[src/rtl/mem_ctrl_pkg.sv]
// Shared encodings for the memory-operation sequencer and the hex display:
// display modes, per-operation stage codes and the sequencer FSM states.
package mem_ctrl_pkg;

  localparam logic [1:0] CLEARMODE = 2'b00;
  localparam logic [1:0] READMODE  = 2'b01;
  localparam logic [1:0] WRITEMODE = 2'b10;
  localparam logic [1:0] IDLEMODE  = 2'b11;

  localparam logic [1:0] STAGE_BANNER = 2'b00;
  localparam logic [1:0] STAGE_ADDR   = 2'b01;
  localparam logic [1:0] STAGE_DATA   = 2'b10;
  localparam logic [1:0] STAGE_SHOW   = 2'b11;

  typedef logic [2:0] state_t;

  localparam state_t S_IDLE     = 3'd0;
  localparam state_t S_BANNER   = 3'd1;
  localparam state_t S_ADDR     = 3'd2;
  localparam state_t S_DATA     = 3'd3;
  localparam state_t S_RD_ISSUE = 3'd4;
  localparam state_t S_RD_WAIT  = 3'd5;
  localparam state_t S_SHOW     = 3'd6;
  localparam state_t S_CLEAR    = 3'd7;

endpackage

[src/rtl/mem_op_sequencer_if.sv]
// Single-port memory bus between the sequencer (master) and the memory (slave).
// Read data is valid exactly one cycle after memRe.
interface mem_op_sequencer_if #(
  parameter int ADDR_W = 8,
  parameter int DATA_W = 16
);
  logic [ADDR_W-1:0] memAddr;
  logic [DATA_W-1:0] memWdata;
  logic              memWe;
  logic              memRe;
  logic [DATA_W-1:0] memRdata;

  modport master (
    output memAddr, memWdata, memWe, memRe,
    input  memRdata
  );

  modport slave (
    input  memAddr, memWdata, memWe, memRe,
    output memRdata
  );
endinterface

[src/rtl/mem_op_sequencer_clear_counter.sv]
// Address counter for the clear sweep: loads zero on start, counts up on enable
// and stops at all-ones; count_next exposes the value the counter takes this edge.
module clear_counter #(
  parameter int ADDR_W = 8
) (
  input  logic              clk,
  input  logic              rst,
  input  logic              start,
  input  logic              en,
  output logic [ADDR_W-1:0] count,
  output logic [ADDR_W-1:0] count_next,
  output logic              tc
);

  logic [ADDR_W-1:0] count_q, count_d;

  always_comb begin
    count_d = count_q;
    if (start) begin
      count_d = '0;
    end else if (en && !tc) begin
      count_d = count_q + 1'b1;
    end
  end

  always_ff @(posedge clk) begin
    if (rst) begin
      count_q <= '0;
    end else begin
      count_q <= count_d;
    end
  end

  assign count      = count_q;
  assign count_next = count_d;
  assign tc         = &count_q;

endmodule

[src/rtl/mem_op_sequencer.sv]
// Operator-driven clear/read/write sequencer for a single-port memory; also drives
// the mode, stage and value inputs of the hex display. All outputs are registered.
module mem_op_sequencer
  import mem_ctrl_pkg::*;
#(
  parameter int ADDR_W = 8,
  parameter int DATA_W = 16
) (
  input  logic              clk,
  input  logic              rst,
  input  logic [1:0]        modeSw,
  input  logic [DATA_W-1:0] sw,
  input  logic              go,
  input  logic              abort,
  mem_op_sequencer_if.master mem,
  output logic [1:0]        modeSelect,
  output logic [1:0]        stage,
  output logic [DATA_W-1:0] dispVal,
  output logic              busy
);

  state_t            state_q, state_d;
  logic [1:0]        mode_q, mode_d;
  logic [ADDR_W-1:0] addr_reg_q, addr_reg_d;
  logic [DATA_W-1:0] data_reg_q, data_reg_d;

  logic [1:0]        mode_select_q, mode_select_d;
  logic [1:0]        stage_q, stage_d;
  logic [DATA_W-1:0] disp_val_q, disp_val_d;
  logic              busy_q, busy_d;
  logic              mem_we_q, mem_we_d;
  logic              mem_re_q, mem_re_d;
  logic [ADDR_W-1:0] mem_addr_q, mem_addr_d;
  logic [DATA_W-1:0] mem_wdata_q, mem_wdata_d;

  logic              cnt_start, cnt_en, cnt_tc;
  logic [ADDR_W-1:0] cnt_value, cnt_next;

  clear_counter #(.ADDR_W(ADDR_W)) u_clear_counter (
    .clk        (clk),
    .rst        (rst),
    .start      (cnt_start),
    .en         (cnt_en),
    .count      (cnt_value),
    .count_next (cnt_next),
    .tc         (cnt_tc)
  );

  // Next-state and register latching; abort overrides every transition including go.
  always_comb begin
    state_d    = state_q;
    mode_d     = mode_q;
    addr_reg_d = addr_reg_q;
    data_reg_d = data_reg_q;
    cnt_start  = 1'b0;
    cnt_en     = 1'b0;
    mem_we_d   = 1'b0;
    mem_addr_d = mem_addr_q;
    mem_wdata_d = mem_wdata_q;

    if (abort && (state_q != S_IDLE)) begin
      state_d = S_IDLE;
    end else begin
      case (state_q)
        S_IDLE: begin
          if (go) begin
            if (modeSw == CLEARMODE) begin
              state_d   = S_CLEAR;
              cnt_start = 1'b1;
            end else if (modeSw != IDLEMODE) begin
              mode_d  = modeSw;
              state_d = S_BANNER;
            end
          end
        end
        S_BANNER: if (go) state_d = S_ADDR;
        S_ADDR: begin
          if (go) begin
            addr_reg_d = sw[ADDR_W-1:0];
            state_d    = (mode_q == READMODE) ? S_RD_ISSUE : S_DATA;
          end
        end
        S_DATA: begin
          if (go) begin
            data_reg_d  = sw;
            mem_we_d    = 1'b1;
            mem_addr_d  = addr_reg_q;
            mem_wdata_d = sw;
            state_d     = S_SHOW;
          end
        end
        S_RD_ISSUE: state_d = S_RD_WAIT;
        S_RD_WAIT: begin
          data_reg_d = mem.memRdata;
          state_d    = S_SHOW;
        end
        S_SHOW: if (go) state_d = S_ADDR;
        S_CLEAR: begin
          if (cnt_tc) begin
            state_d = S_IDLE;
          end else begin
            cnt_en = 1'b1;
          end
        end
        default: state_d = S_IDLE;
      endcase
    end
  end

  // Outputs are decoded from the next state so they register alongside it.
  always_comb begin
    mode_select_d = mode_d;
    stage_d       = stage_q;
    disp_val_d    = disp_val_q;
    busy_d        = (state_d != S_IDLE);
    mem_re_d      = 1'b0;

    case (state_d)
      S_IDLE: begin
        mode_select_d = IDLEMODE;
        stage_d       = STAGE_BANNER;
      end
      S_BANNER: stage_d = STAGE_BANNER;
      S_ADDR: begin
        stage_d    = STAGE_ADDR;
        disp_val_d = sw;
      end
      S_DATA: begin
        stage_d    = STAGE_DATA;
        disp_val_d = sw;
      end
      S_RD_ISSUE, S_RD_WAIT: stage_d = STAGE_DATA;
      S_SHOW: begin
        stage_d    = STAGE_SHOW;
        disp_val_d = data_reg_d;
      end
      S_CLEAR: begin
        mode_select_d = CLEARMODE;
        stage_d       = STAGE_BANNER;
      end
      default: mode_select_d = IDLEMODE;
    endcase
  end

  // Memory strobes for the read issue and the clear sweep.
  logic              strobe_we, strobe_re;
  logic [ADDR_W-1:0] strobe_addr;
  logic [DATA_W-1:0] strobe_wdata;

  always_comb begin
    strobe_we    = mem_we_d;
    strobe_re    = mem_re_d;
    strobe_addr  = mem_addr_d;
    strobe_wdata = mem_wdata_d;
    if (state_d == S_RD_ISSUE) begin
      strobe_re   = 1'b1;
      strobe_addr = addr_reg_d;
    end else if (state_d == S_CLEAR) begin
      strobe_we    = 1'b1;
      strobe_addr  = cnt_next;
      strobe_wdata = '0;
    end
  end

  always_ff @(posedge clk) begin
    if (rst) begin
      state_q       <= S_IDLE;
      mode_q        <= IDLEMODE;
      addr_reg_q    <= '0;
      data_reg_q    <= '0;
      mode_select_q <= IDLEMODE;
      stage_q       <= STAGE_BANNER;
      disp_val_q    <= '0;
      busy_q        <= 1'b0;
      mem_we_q      <= 1'b0;
      mem_re_q      <= 1'b0;
      mem_addr_q    <= '0;
      mem_wdata_q   <= '0;
    end else begin
      state_q       <= state_d;
      mode_q        <= mode_d;
      addr_reg_q    <= addr_reg_d;
      data_reg_q    <= data_reg_d;
      mode_select_q <= mode_select_d;
      stage_q       <= stage_d;
      disp_val_q    <= disp_val_d;
      busy_q        <= busy_d;
      mem_we_q      <= strobe_we;
      mem_re_q      <= strobe_re;
      mem_addr_q    <= strobe_addr;
      mem_wdata_q   <= strobe_wdata;
    end
  end

  assign mem.memAddr  = mem_addr_q;
  assign mem.memWdata = mem_wdata_q;
  assign mem.memWe    = mem_we_q;
  assign mem.memRe    = mem_re_q;
  assign modeSelect   = mode_select_q;
  assign stage        = stage_q;
  assign dispVal      = disp_val_q;
  assign busy         = busy_q;

  logic unused_cnt;
  assign unused_cnt = ^cnt_value;

endmodule

[src/flat_wrapper.sv]
// flat-port wrapper written by rule: the top's interface ports become plain ports
module mem_op_sequencer_flat import mem_ctrl_pkg::*;
#(
  parameter int ADDR_W = 8,
  parameter int DATA_W = 16
)
  (clk, rst, modeSw, sw, go, abort, modeSelect, stage, dispVal, busy, mem_memAddr, mem_memWdata, mem_memWe, mem_memRe, mem_memRdata);
  mem_op_sequencer_if #(.ADDR_W(ADDR_W), .DATA_W(DATA_W)) mem_i ();
  input  logic clk;
  input  logic rst;
  input  logic [1:0] modeSw;
  input  logic [DATA_W-1:0] sw;
  input  logic go;
  input  logic abort;
  output logic [1:0] modeSelect;
  output logic [1:0] stage;
  output logic [DATA_W-1:0] dispVal;
  output logic busy;
  output wire logic [$bits(mem_i.memAddr)-1:0] mem_memAddr;
  output wire logic [$bits(mem_i.memWdata)-1:0] mem_memWdata;
  output wire logic [$bits(mem_i.memWe)-1:0] mem_memWe;
  output wire logic [$bits(mem_i.memRe)-1:0] mem_memRe;
  input wire logic [$bits(mem_i.memRdata)-1:0] mem_memRdata;
  assign mem_memAddr = mem_i.memAddr;
  assign mem_memWdata = mem_i.memWdata;
  assign mem_memWe = mem_i.memWe;
  assign mem_memRe = mem_i.memRe;
  assign mem_i.memRdata = mem_memRdata;
  mem_op_sequencer #(.ADDR_W(ADDR_W), .DATA_W(DATA_W)) u_core (.clk(clk), .rst(rst), .modeSw(modeSw), .sw(sw), .go(go), .abort(abort), .mem(mem_i), .modeSelect(modeSelect), .stage(stage), .dispVal(dispVal), .busy(busy));
endmodule
[config.mk]
export PLATFORM = sky130hd
export DESIGN_NAME = mem_op_sequencer_flat
export DESIGN_NICKNAME = d
export VERILOG_FILES = /design/src/rtl/mem_ctrl_pkg.sv /design/src/rtl/mem_op_sequencer_if.sv /design/src/rtl/mem_op_sequencer_clear_counter.sv /design/src/rtl/mem_op_sequencer.sv /design/src/flat_wrapper.sv
export SDC_FILE = /design/constraint.sdc
export NUM_CORES = 1
export LEC_CHECK = 0
export CAP_MARGIN = 0
export CORE_ASPECT_RATIO = 0.9
export CORE_MARGIN = 8
export CORE_UTILIZATION = 51
export CTS_CLUSTER_SIZE = 28
export DETAILED_ROUTE_END_ITERATION = 12
export PLACE_DENSITY = 0.86
export SLEW_MARGIN = 20
export SYNTH_ARGS = -nofsm -noshare
export SYNTH_HDL_FRONTEND = slang
export SYNTH_HIERARCHICAL = 1
export SYNTH_SLANG_ARGS = --single-unit
[constraint.sdc]
create_clock -name clk -period 3.6 [get_ports clk]
set_input_delay 0.9 -clock clk [delete_from_list [all_inputs] [get_ports clk]]
set_output_delay 0.9 -clock clk [all_outputs]
set_load 0.03 [all_outputs]
Word level (Yosys, flattened, before mapping). Cells that the tools add are included.

Bits in registers: 84.

Equal/unequal tests: 17. Muxes and demuxes: 49. Reductions and logical operators: 17. Add/sub/neg operators: 1.

Operators with widths (count): $mux 16 (7); $mux 8 (10); $pmux 16 s2 (2); $mux 3 (9); $eq 3x3->1 const B (8); $pmux 3 s7 (1); $mux 1 (13); $eq 3x2->1 const B (4); $reduce_bool 3->1 (4); $mux 2 (5); $add 8x1->8 const B (1); $pmux 2 s4 (1); $reduce_and 8->1 (1); $eq 3x1->1 const B (2); $logic_not 3->1 (2); $reduce_or 3->1 (2); $pmux 2 s2 (1); $reduce_or 2->1 (2); $ne 3x3->1 const B (1); $reduce_and 3->1 (1); $eq 2x1->1 const B (1); $logic_and 1x1->1 (2); $logic_not 2->1 (1); $ne 2x2->1 const B (1); other kinds (2) (2).

Logic depth before layout (Yosys ltp). Gate-level depths: netlist (run 1).

Depth after elaboration: 9. Mapped depth: 12. Depth with buffers taken out: 11.

Hierarchy. Netlist (run 1), hierarchy kept.

By module, submodules not included: mem_op_sequencer (sequential area each 1521.5 µm², cells each 362, area each 3387.0 µm², times used 1); clear_counter (sequential area each 160.2 µm², cells each 64, area each 539.3 µm², times used 1).

Worst setup path after synthesis (run 1). Ideal clock, no wire load.

Path kind: reg-to-reg. Start point: register u_core.u_clear_counter.count_q[0] (netlist: u_core/u_clear_counter/count[0]). End point: register u_core.mem_addr_q[0] (netlist: u_core/mem.memAddr[0]). Clock period less this slack: 2.733 ns. Data required time: 3.483 ns. Arrival: 2.616 ns. Slack: 0.867 ns. Setup time: 0.117 ns. Cell stages (with the launch flop): 12. Path through: dfxtp_1 > ha_1 > and4_1 > buf_4 > and2_1 > nand3b_1 > nor2_1 > a21boi_4 > mux2_4 > nor3_1 > o21ai_0 > a32o_1.

Cells in the longest elaborated chain, start to end: 9. Elaborated cells between the ends (all ways): 20.

RTL lines: from (decl) (line mem_op_sequencer_clear_counter.sv:15) `logic [ADDR_W-1:0] count_q, count_d;`; from (signal assigned) (line mem_op_sequencer_clear_counter.sv:30) `count_q <= count_d;`; $reduce_and 8->1 (line mem_op_sequencer_clear_counter.sv:36) `assign tc = &count_q;`; named net u_core.cnt_tc (line mem_op_sequencer.sv:36) `logic cnt_start, cnt_en, cnt_tc;`; $mux 1 (line mem_op_sequencer.sv:99) `if (cnt_tc) begin`; $mux 1 (line mem_op_sequencer.sv:64) `case (state_q)`; $mux 1 (line mem_op_sequencer.sv:61) `if (abort && (state_q != S_IDLE)) begin`; named net u_core.cnt_en (line mem_op_sequencer.sv:36); $logic_and 1x1->1 (line mem_op_sequencer_clear_counter.sv:21) `end else if (en && !tc) begin`; $mux 8 (line mem_op_sequencer_clear_counter.sv:21); $mux 8 (line mem_op_sequencer_clear_counter.sv:19) `if (start) begin`; named net u_core.cnt_next[0] (line mem_op_sequencer.sv:37) `logic [ADDR_W-1:0] cnt_value, cnt_next;`; $mux 8 (line mem_op_sequencer.sv:158) `end else if (state_d == S_CLEAR) begin`; $mux 8 (line mem_op_sequencer.sv:155) `if (state_d == S_RD_ISSUE) begin`; to (signal assigned) (line mem_op_sequencer.sv:190) `mem_addr_q <= strobe_addr;`; to (decl) (line mem_op_sequencer.sv:33) `logic [ADDR_W-1:0] mem_addr_q, mem_addr_d;`.

The timed path passes the listed nets, and every way through them passes these cells. A chain may end at the register's enable or synchronous reset.

Final worst setup path (run 1).
Start point: register u_core.u_clear_counter.count_q[0] (netlist: u_core/u_clear_counter/count[0]). End point: register u_core.mem_addr_q[6] (netlist: u_core/mem.memAddr[6]).

Cells in the longest elaborated chain, start to end: 9. Elaborated cells between the ends (all ways): 20.

RTL lines (line): $reduce_and 8->1 * (mem_op_sequencer_clear_counter.sv:36); named net u_core.cnt_tc (mem_op_sequencer.sv:36); parallel branches: the longest is 8 deep, another holds $pmux 3 s7.

Mark *: on every way through the listed nets, which the timed path passes.

==> impl_metrics.csv, run 1 <==
group,metric,value,unit
clock_network,clk_pin_slew_worst_paths,0.10,ns
layout,multi_input_area,0.002033,mm^2
clock_network,cts_buffers,9,
timing,fin_crit_sh,92.02,%
placement,io_buffers,84,
clock_network,cts.sinks,84,
power,peakVddDrop,0.4555,mV
detailed_routing,ant_nets,0,
clock_network,cts_root_buf,"clkbuf_8",
worst_setup_path,critPathKind,"flop to flop",
detailed_routing,wl,11050,um
yosys,synthFlopType,"dfxtp_1",
clock_network,htreeDepth,3,
clock_network,cts.path.max_buffers,2,
worst_setup_path,slowest_stage,"o21ai_1",
worst_setup_path,slowest_delay,0.72,ns
placement,routabilityCongestion,0.9311,
yosys,synth_async_sr_flop_share,0,%
clock_network,post-cts-setup-buffers,0,
timing,min_period,3.313,ns
worst_setup_path,end_kind,"flop",
clock_network,hold_buffers,0,
yosys,ys_seq_area_share,42.83,%
clock_network,clock_latency,0.35,ns
detailed_routing,wl_per_cell,18.30,um
global_routing,grt_pass1_wl,17440,um
global_routing,grt_pass1_vias,3500,
global_routing,grt.overflow.total,0,
floorplan,placementRows,30,
clock_network,cts_resized,0,
yosys,synth_nets,465,
yosys,synth_edf_count,0,
yosys,synth_area_leader_cell,"dfxtp_1",
yosys,syn_inst,426,
floorplan,initial_utilization,52.30,%
floorplan,dieArea,0.01077,mm^2
placement,dp_hpwl,8077,um
timing,fin_setup_tns,0,ns
timing,slew_headroom,40.23,%
worst_setup_path,cp.required,3.85,ns
clock_network,cts_tree,"built",
power,powerDensity,669.6,mW/mm^2
yosys,synth_area_leaders,"dfxtp_1, mux2i_1, nand2_1, a222oi_1, nor2_1",
worst_setup_path,path_max_fanout,12,
detailed_routing,post-route-drc-count,0,
yosys,netlist_area,0.003926,mm^2
worst_setup_path,critPathBufInv,0,
power,p_leak,2.004,nW
layout,syn2layout_area_growth,27.37,%
detailed_routing,num_vias,3608,
worst_setup_path,crit_family,"compound AO/OA/AOI/OAI gates",
status,status,"completed",
run,maxCapViolations,0,
timing,clock.fmax,301.9,MHz
placement,place_inst,588,
worst_setup_path,cp-start-kind,"flop",
yosys,synthDistinctLibCells,60,
global_routing,grt_max_degree,35,
detailed_routing,first_iter_violations,399,
floorplan,core,0.007507,mm^2
yosys,yosys_warnings,6,
layout,n_fill_cell,600,
layout,n_antenna_cell,0,
timing,finalSetupViolations,0,
yosys,ys_ff_latch,84,
timing,clock-skew-final,0.01153,ns
yosys,avgSynthCellArea,9.217,um^2
yosys,synth_top_cell_area_share,42.83,%
layout,nets,542,
worst_setup_path,arrival,3.56,ns
global_routing,grtUsageTotal,19.98,%
timing,grt_setup_unrepaired,"false",
timing,tightest_slew,0.8905,ns
layout,drive_gt1_share,9.252,%
worst_setup_path,crit_path_cell_trace,"ha_1, and4_1, and2_1, mux2i_1, a22o_1, o21ai_1, nor2_1, o2bb2ai_1, a32o_1",
floorplan,ios,85,
detailed_routing,via_per_inst,5.974,
timing,slew_viol_final,0,
detailed_routing,dr.pass1.iters,9,
layout,area.sequential,0.001682,mm^2
floorplan,die_h,99.24,um
global_routing,grt_antenna_before_repair,0,
hold_path,hp-class,"flop to flop",
layout,final_cells,604,
floorplan,die-width,108.5,um
timing,final-hold-violation-count,0,
==> where the power goes <==
part	switching (mW)	total (mW)	leakage (nW)	internal, mW
logic	0.918	1.53	1.24	0.612
clock network	0.363	0.623	0.0804	0.260
registers	0.116	1.20	0.681	1.08
==> kinds of logic (layout without fill, tap and decap cells) <==
| logic type | after synthesis | count (layout) | share of synthesized area (%) |
|---|---|---|---|
| flip-flops | 84 | 84 | 42.83 |
| adder cells (fa/ha/maj) | 1 | 1 | 0.3186 |
| XOR/XNOR | 2 | 2 | 0.4462 |
| AND/OR/NAND/NOR | 155 | 155 | 20.75 |
| multiplexers | 30 | 30 | 8.094 |
| buffers and inverters | 48 | 130 | 5.545 |
| AO/OA/AOI/OAI | 106 | 106 | 22.02 |
==> synth_stat cells, types with 3 or more instances <==
library cell,n
nand2_1,45
or3_1,4
nor4b_2,3
a222oi_1,16
o22a_1,7
a31oi_1,3
and2_1,5
nor3_1,20
a211oi_1,4
mux2i_1,28
nand4_1,3
a32o_1,7
dfxtp_1,84
nor2_1,42
nand3_1,4
nor2b_1,5
buf_4,4
clkbuf_1,13
o21ai_0,9
nand2b_1,9
buf_2,5
a21oi_1,24
inv_1,22
o2bb2ai_1,18
==> state kept, by name, summed over array words and instances (netlist names), 2 cells and up <==
signal / count
u_core/addr_reg_q: 8
u_core/data_reg_q: 16
u_core/dispVal: 16
u_core/mem.memAddr: 8
u_core/mem.memWdata: 16
u_core/modeSelect: 2
u_core/mode_q: 2
u_core/stage: 2
u_core/state_q: 3
u_core/u_clear_counter/count: 8
==> per-stage QoR <==
stage / hold slack [ns] / util, % / area (um^2) / total power [mW] / setup WS [ns]
2_1_floorplan: 0.4731 / - / 3926 / 2.241 / 0.8670
3_3_place_gp: 0.4431 / 64.13 / 4815 / 2.689 / 0.2818
3_5_place_dp: 0.4467 / 64.13 / 4815 / 2.713 / 0.1734
4_1_cts: 0.4609 / 66.57 / 4997 / 3.337 / 0.3773
5_1_grt: 0.4837 / 66.62 / 5001 / 3.507 / 0.03201
6_report: 0.4624 / 66.62 / 5001 / 3.348 / 0.2873
==> final timing paths <==
path	slack [ns]	to	cells past startpoint	startpoint
max	0.29	u_core/mem.memAddr[6]$_SDFFE_PP0P_	9	u_core/u_clear_counter/count[0]$_SDFF_PP0_
min reg2reg	0.46	u_core/mem.memWdata[5]$_SDFF_PP0_	2	u_core/mem.memWdata[5]$_SDFF_PP0_
max reg2reg	0.29	u_core/mem.memAddr[6]$_SDFFE_PP0P_	9	u_core/u_clear_counter/count[0]$_SDFF_PP0_
min	0.46	u_core/mem.memWdata[5]$_SDFF_PP0_	2	u_core/mem.memWdata[5]$_SDFF_PP0_
==> final cells by class <==
class	count	area share, %
multi-input combinational	294	40.66
sequential	84	33.63
timing repair buffer	92	18.01
clock buffer	9	2.477
tap	96	2.402
inverter	22	1.651
clock inverter	7	1.176
==> worst reg2reg max path: stages (launching register included) <==
cell	delay, ns
dfxtp_1	0.45
ha_1	0.28
and4_1	0.43
and2_1	0.25
mux2i_1	0.09
a22o_1	0.23
o21ai_1	0.72
nor2_1	0.15
o2bb2ai_1	0.31
a32o_1	0.32
==> layout by cell type (no fill, tap or decap), drive strengths merged, types with 3 or more instances in the layout <==
master,instances
buf,8
a222oi,16
mux2i,29
a211oi,5
nand3,5
a32o,7
and2,5
o22a,7
nor2b,5
dfxtp,84
nand2,46
inv,25
clkbuf,9
nor2,42
a31oi,5
clkdlybuf4s50,84
nor3,21
or3,4
nand4,4
o2bb2ai,18
o21ai,11
nand3b,3
clkinvlp,4
nand2b,9
a21oi,25
nor4b,4
==> layer usage <==
metal / global-route usage, % / share of wire (%) / up-vias
met5: 0 / 0 / -
met4: 8.412 / 1.8 / 0
met3: 5.753 / 8.8 / 16
met2: 30.35 / 47 / 179
met1: 25.76 / 43 / 1711
li1: - / - / 1702
Note: power is estimated with default switching activity, not from simulation.
==> inputs of run 2 (changes only) <==
Settings changed: CORE_UTILIZATION 51 to 55, DONT_BUFFER_PORTS from default to 1, PLACE_DENSITY 0.86 to 0.76.
==> run 2 against run 1 <==
Clock power is 18% higher. Flip-flop and latch count stayed put. Worst setup slack better by 0.075 ns. Largest power group is now registers. Total power is 6.4% lower. Clock skew is 0.0039 ns lower. Global-route usage is 0.16 points lower. Non-clock buffer count is 89 lower. Clock-buffer cell count is 2 higher.
==> impl_metrics.csv, run 2 (same netlist as run 1, synthesis figures left out) <==
group,metric,value,unit
clock_network,cts.path.max_buffers,2,
clock_network,cts.sinks,84,
detailed_routing,first_iter_violations,340,
worst_setup_path,end_kind,"flop",
floorplan,initial_utilization,56.07,%
detailed_routing,wl,10000,um
timing,final-hold-violation-count,0,
floorplan,placementRows,29,
power,power_frac_seq,46.5,%
worst_setup_path,arrival,3.48,ns
placement,place_inst,496,
timing,min_period,3.237,ns
timing,fin_crit_sh,89.93,%
timing,tightest_slew,0.8247,ns
layout,drive_gt1_share,9.547,%
layout,syn2layout_area_growth,5.768,%
placement,dp_hpwl,7315,um
power,switching_share,40.92,%
clock_network,cts_buffers,9,
clock_network,post-cts-setup-buffers,0,
layout,final_cell_mix,"dfxtp_1, nand2_1, nor2_1, mux2i_1, a21oi_1",
worst_setup_path,path_max_fanout,12,
timing,fin_setup_tns,0,ns
power,p_leak,1.696,nW
global_routing,grt_antenna_before_repair,0,
layout,multi_input_area,0.002033,mm^2
floorplan,die-width,105.1,um
layout,nets,453,
layout,final_common_cell,"dfxtp_1",
timing,hold_slack,0.5188,ns
layout,area.sequential,0.001682,mm^2
power,switching_power,1.282,mW
detailed_routing,dr.pass1.iters,5,
placement,io_buffers,0,
timing,slew_viol_final,0,
floorplan,dieArea,0.01010,mm^2
power,comb_power_share,30.1,%
floorplan,die_h,96.16,um
timing,clock.fmax,308.9,MHz
layout,final_cells,512,
clock_network,clk_pin_slew_worst_paths,0.08,ns
floorplan,core,0.007003,mm^2
layout,n_antenna_cell,0,
detailed_routing,via_per_inst,6.193,
placement,routabilityCongestion,0.8768,
layout,n_fill_cell,601,
hold_path,hp-class,"flop to flop",
clock_network,clock_latency,0.35,ns
clock_network,hold_buffers,0,
global_routing,grt_pass1_wl,16160,um
global_routing,grt.overflow.total,0,
power,p_int,1.851,mW
global_routing,grtUsageTotal,19.82,%
detailed_routing,post-route-drc-count,0,
timing,clock-skew-final,0.007675,ns
clock_network,cts_root_buf,"clkbuf_8",
power,powerDensity,754.6,mW/mm^2
clock_network,cts_resized,0,
worst_setup_path,critPathKind,"flop to flop",
global_routing,grt_max_degree,42,
power,peakVddDrop,0.6760,mV
timing,grt_setup_unrepaired,"false",
timing,finalSetupViolations,0,
clock_network,cts_tree,"built",
detailed_routing,ant_nets,0,
clock_network,htreeDepth,3,
run,maxCapViolations,0,
worst_setup_path,cp-start-kind,"flop",
detailed_routing,wl_per_cell,19.53,um
timing,slew_headroom,44.65,%
power,clockPowerShare,23.4,%
worst_setup_path,cp.required,3.84,ns
detailed_routing,num_vias,3171,
floorplan,ios,85,
status,status,"completed",
global_routing,grt_pass1_vias,3038,
-- run 2: changes by cell type in the layout (fill, tap and decap cells not counted) --
cell	change
clkdlybuf4s50_1	-84
bufinv_16	+2
buf_4	-5
inv_8	-1
clkinvlp_4	-3
clkinv_4	+1
clkbuf_1	+2
inv_6	-1
-- run 2: area by class of cell --
type	count	area share (%)
multi-input cells	294	48.96
repair buffers	3	0.5423
clock inverters	5	2.049
well taps	93	2.802
inverters	22	1.989
clock buffers	11	3.164
flip-flops and latches	84	40.49
-- run 2: critical path, cell delays in order, from the launching register on --
cell	delay, ns
dfxtp_1	0.44
ha_1	0.26
and4_1	0.42
and2_1	0.24
mux2i_1	0.09
a22o_1	0.22
o21ai_1	0.67
nor2_1	0.13
o2bb2ai_1	0.31
a32o_1	0.35
-- run 2: power groups by stage --
stage / logic, mW / clock network (mW) / registers, mW
3_3_place_gp: 0.919 / 0 / 1.48
3_5_place_dp: 0.936 / 0 / 1.48
4_1_cts: 0.940 / 0.750 / 1.46
6_report: 0.944 / 0.734 / 1.46
2_1_floorplan: 0.832 / 0 / 1.41
5_1_grt: 1.04 / 0.788 / 1.49
-- run 2: through the flow --
step / setup slack, ns / total power, mW / area [um^2] / util (%)
5_1_grt: 0.07149 / 3.314 / 4153 / 59.30
6_report: 0.3626 / 3.134 / 4153 / 59.30
3_3_place_gp: 0.5826 / 2.400 / 3933 / 56.16
3_5_place_dp: 0.4167 / 2.419 / 3933 / 56.16
2_1_floorplan: 0.8670 / 2.241 / 3926 / -
4_1_cts: 0.4026 / 3.152 / 4149 / 59.25
-- run 2: worst paths after layout --
check | to | startpoint | depth (start not counted) | slack [ns]
worst min register to register | u_core/data_reg_q[3]$_SDFF_PP0_ | u_core/data_reg_q[3]$_SDFF_PP0_ | 2 | 0.52
worst min-delay path | u_core/data_reg_q[3]$_SDFF_PP0_ | u_core/data_reg_q[3]$_SDFF_PP0_ | 2 | 0.52
worst max-delay path | u_core/mem.memAddr[6]$_SDFFE_PP0P_ | u_core/u_clear_counter/count[0]$_SDFF_PP0_ | 9 | 0.36
worst max register to register | u_core/mem.memAddr[6]$_SDFFE_PP0P_ | u_core/u_clear_counter/count[0]$_SDFF_PP0_ | 9 | 0.36
-- run 2: routing by layer --
layer / vias to the layer above / track usage, % / share of wire (%)
met2: 121 / 29.03 / 44
met1: 1502 / 25.51 / 44
met4: 0 / 6.050 / 1.1
met5: - / 0 / 0
li1: 1534 / - / -
met3: 14 / 9.170 / 10
==> inputs of run 3 (changes only) <==
Settings changed: ABC_CLOCK_PERIOD_IN_PS from default to 3600.
==> results of run 3 <==
No change in the layout: final DEF, timing and power equal those of run 2.
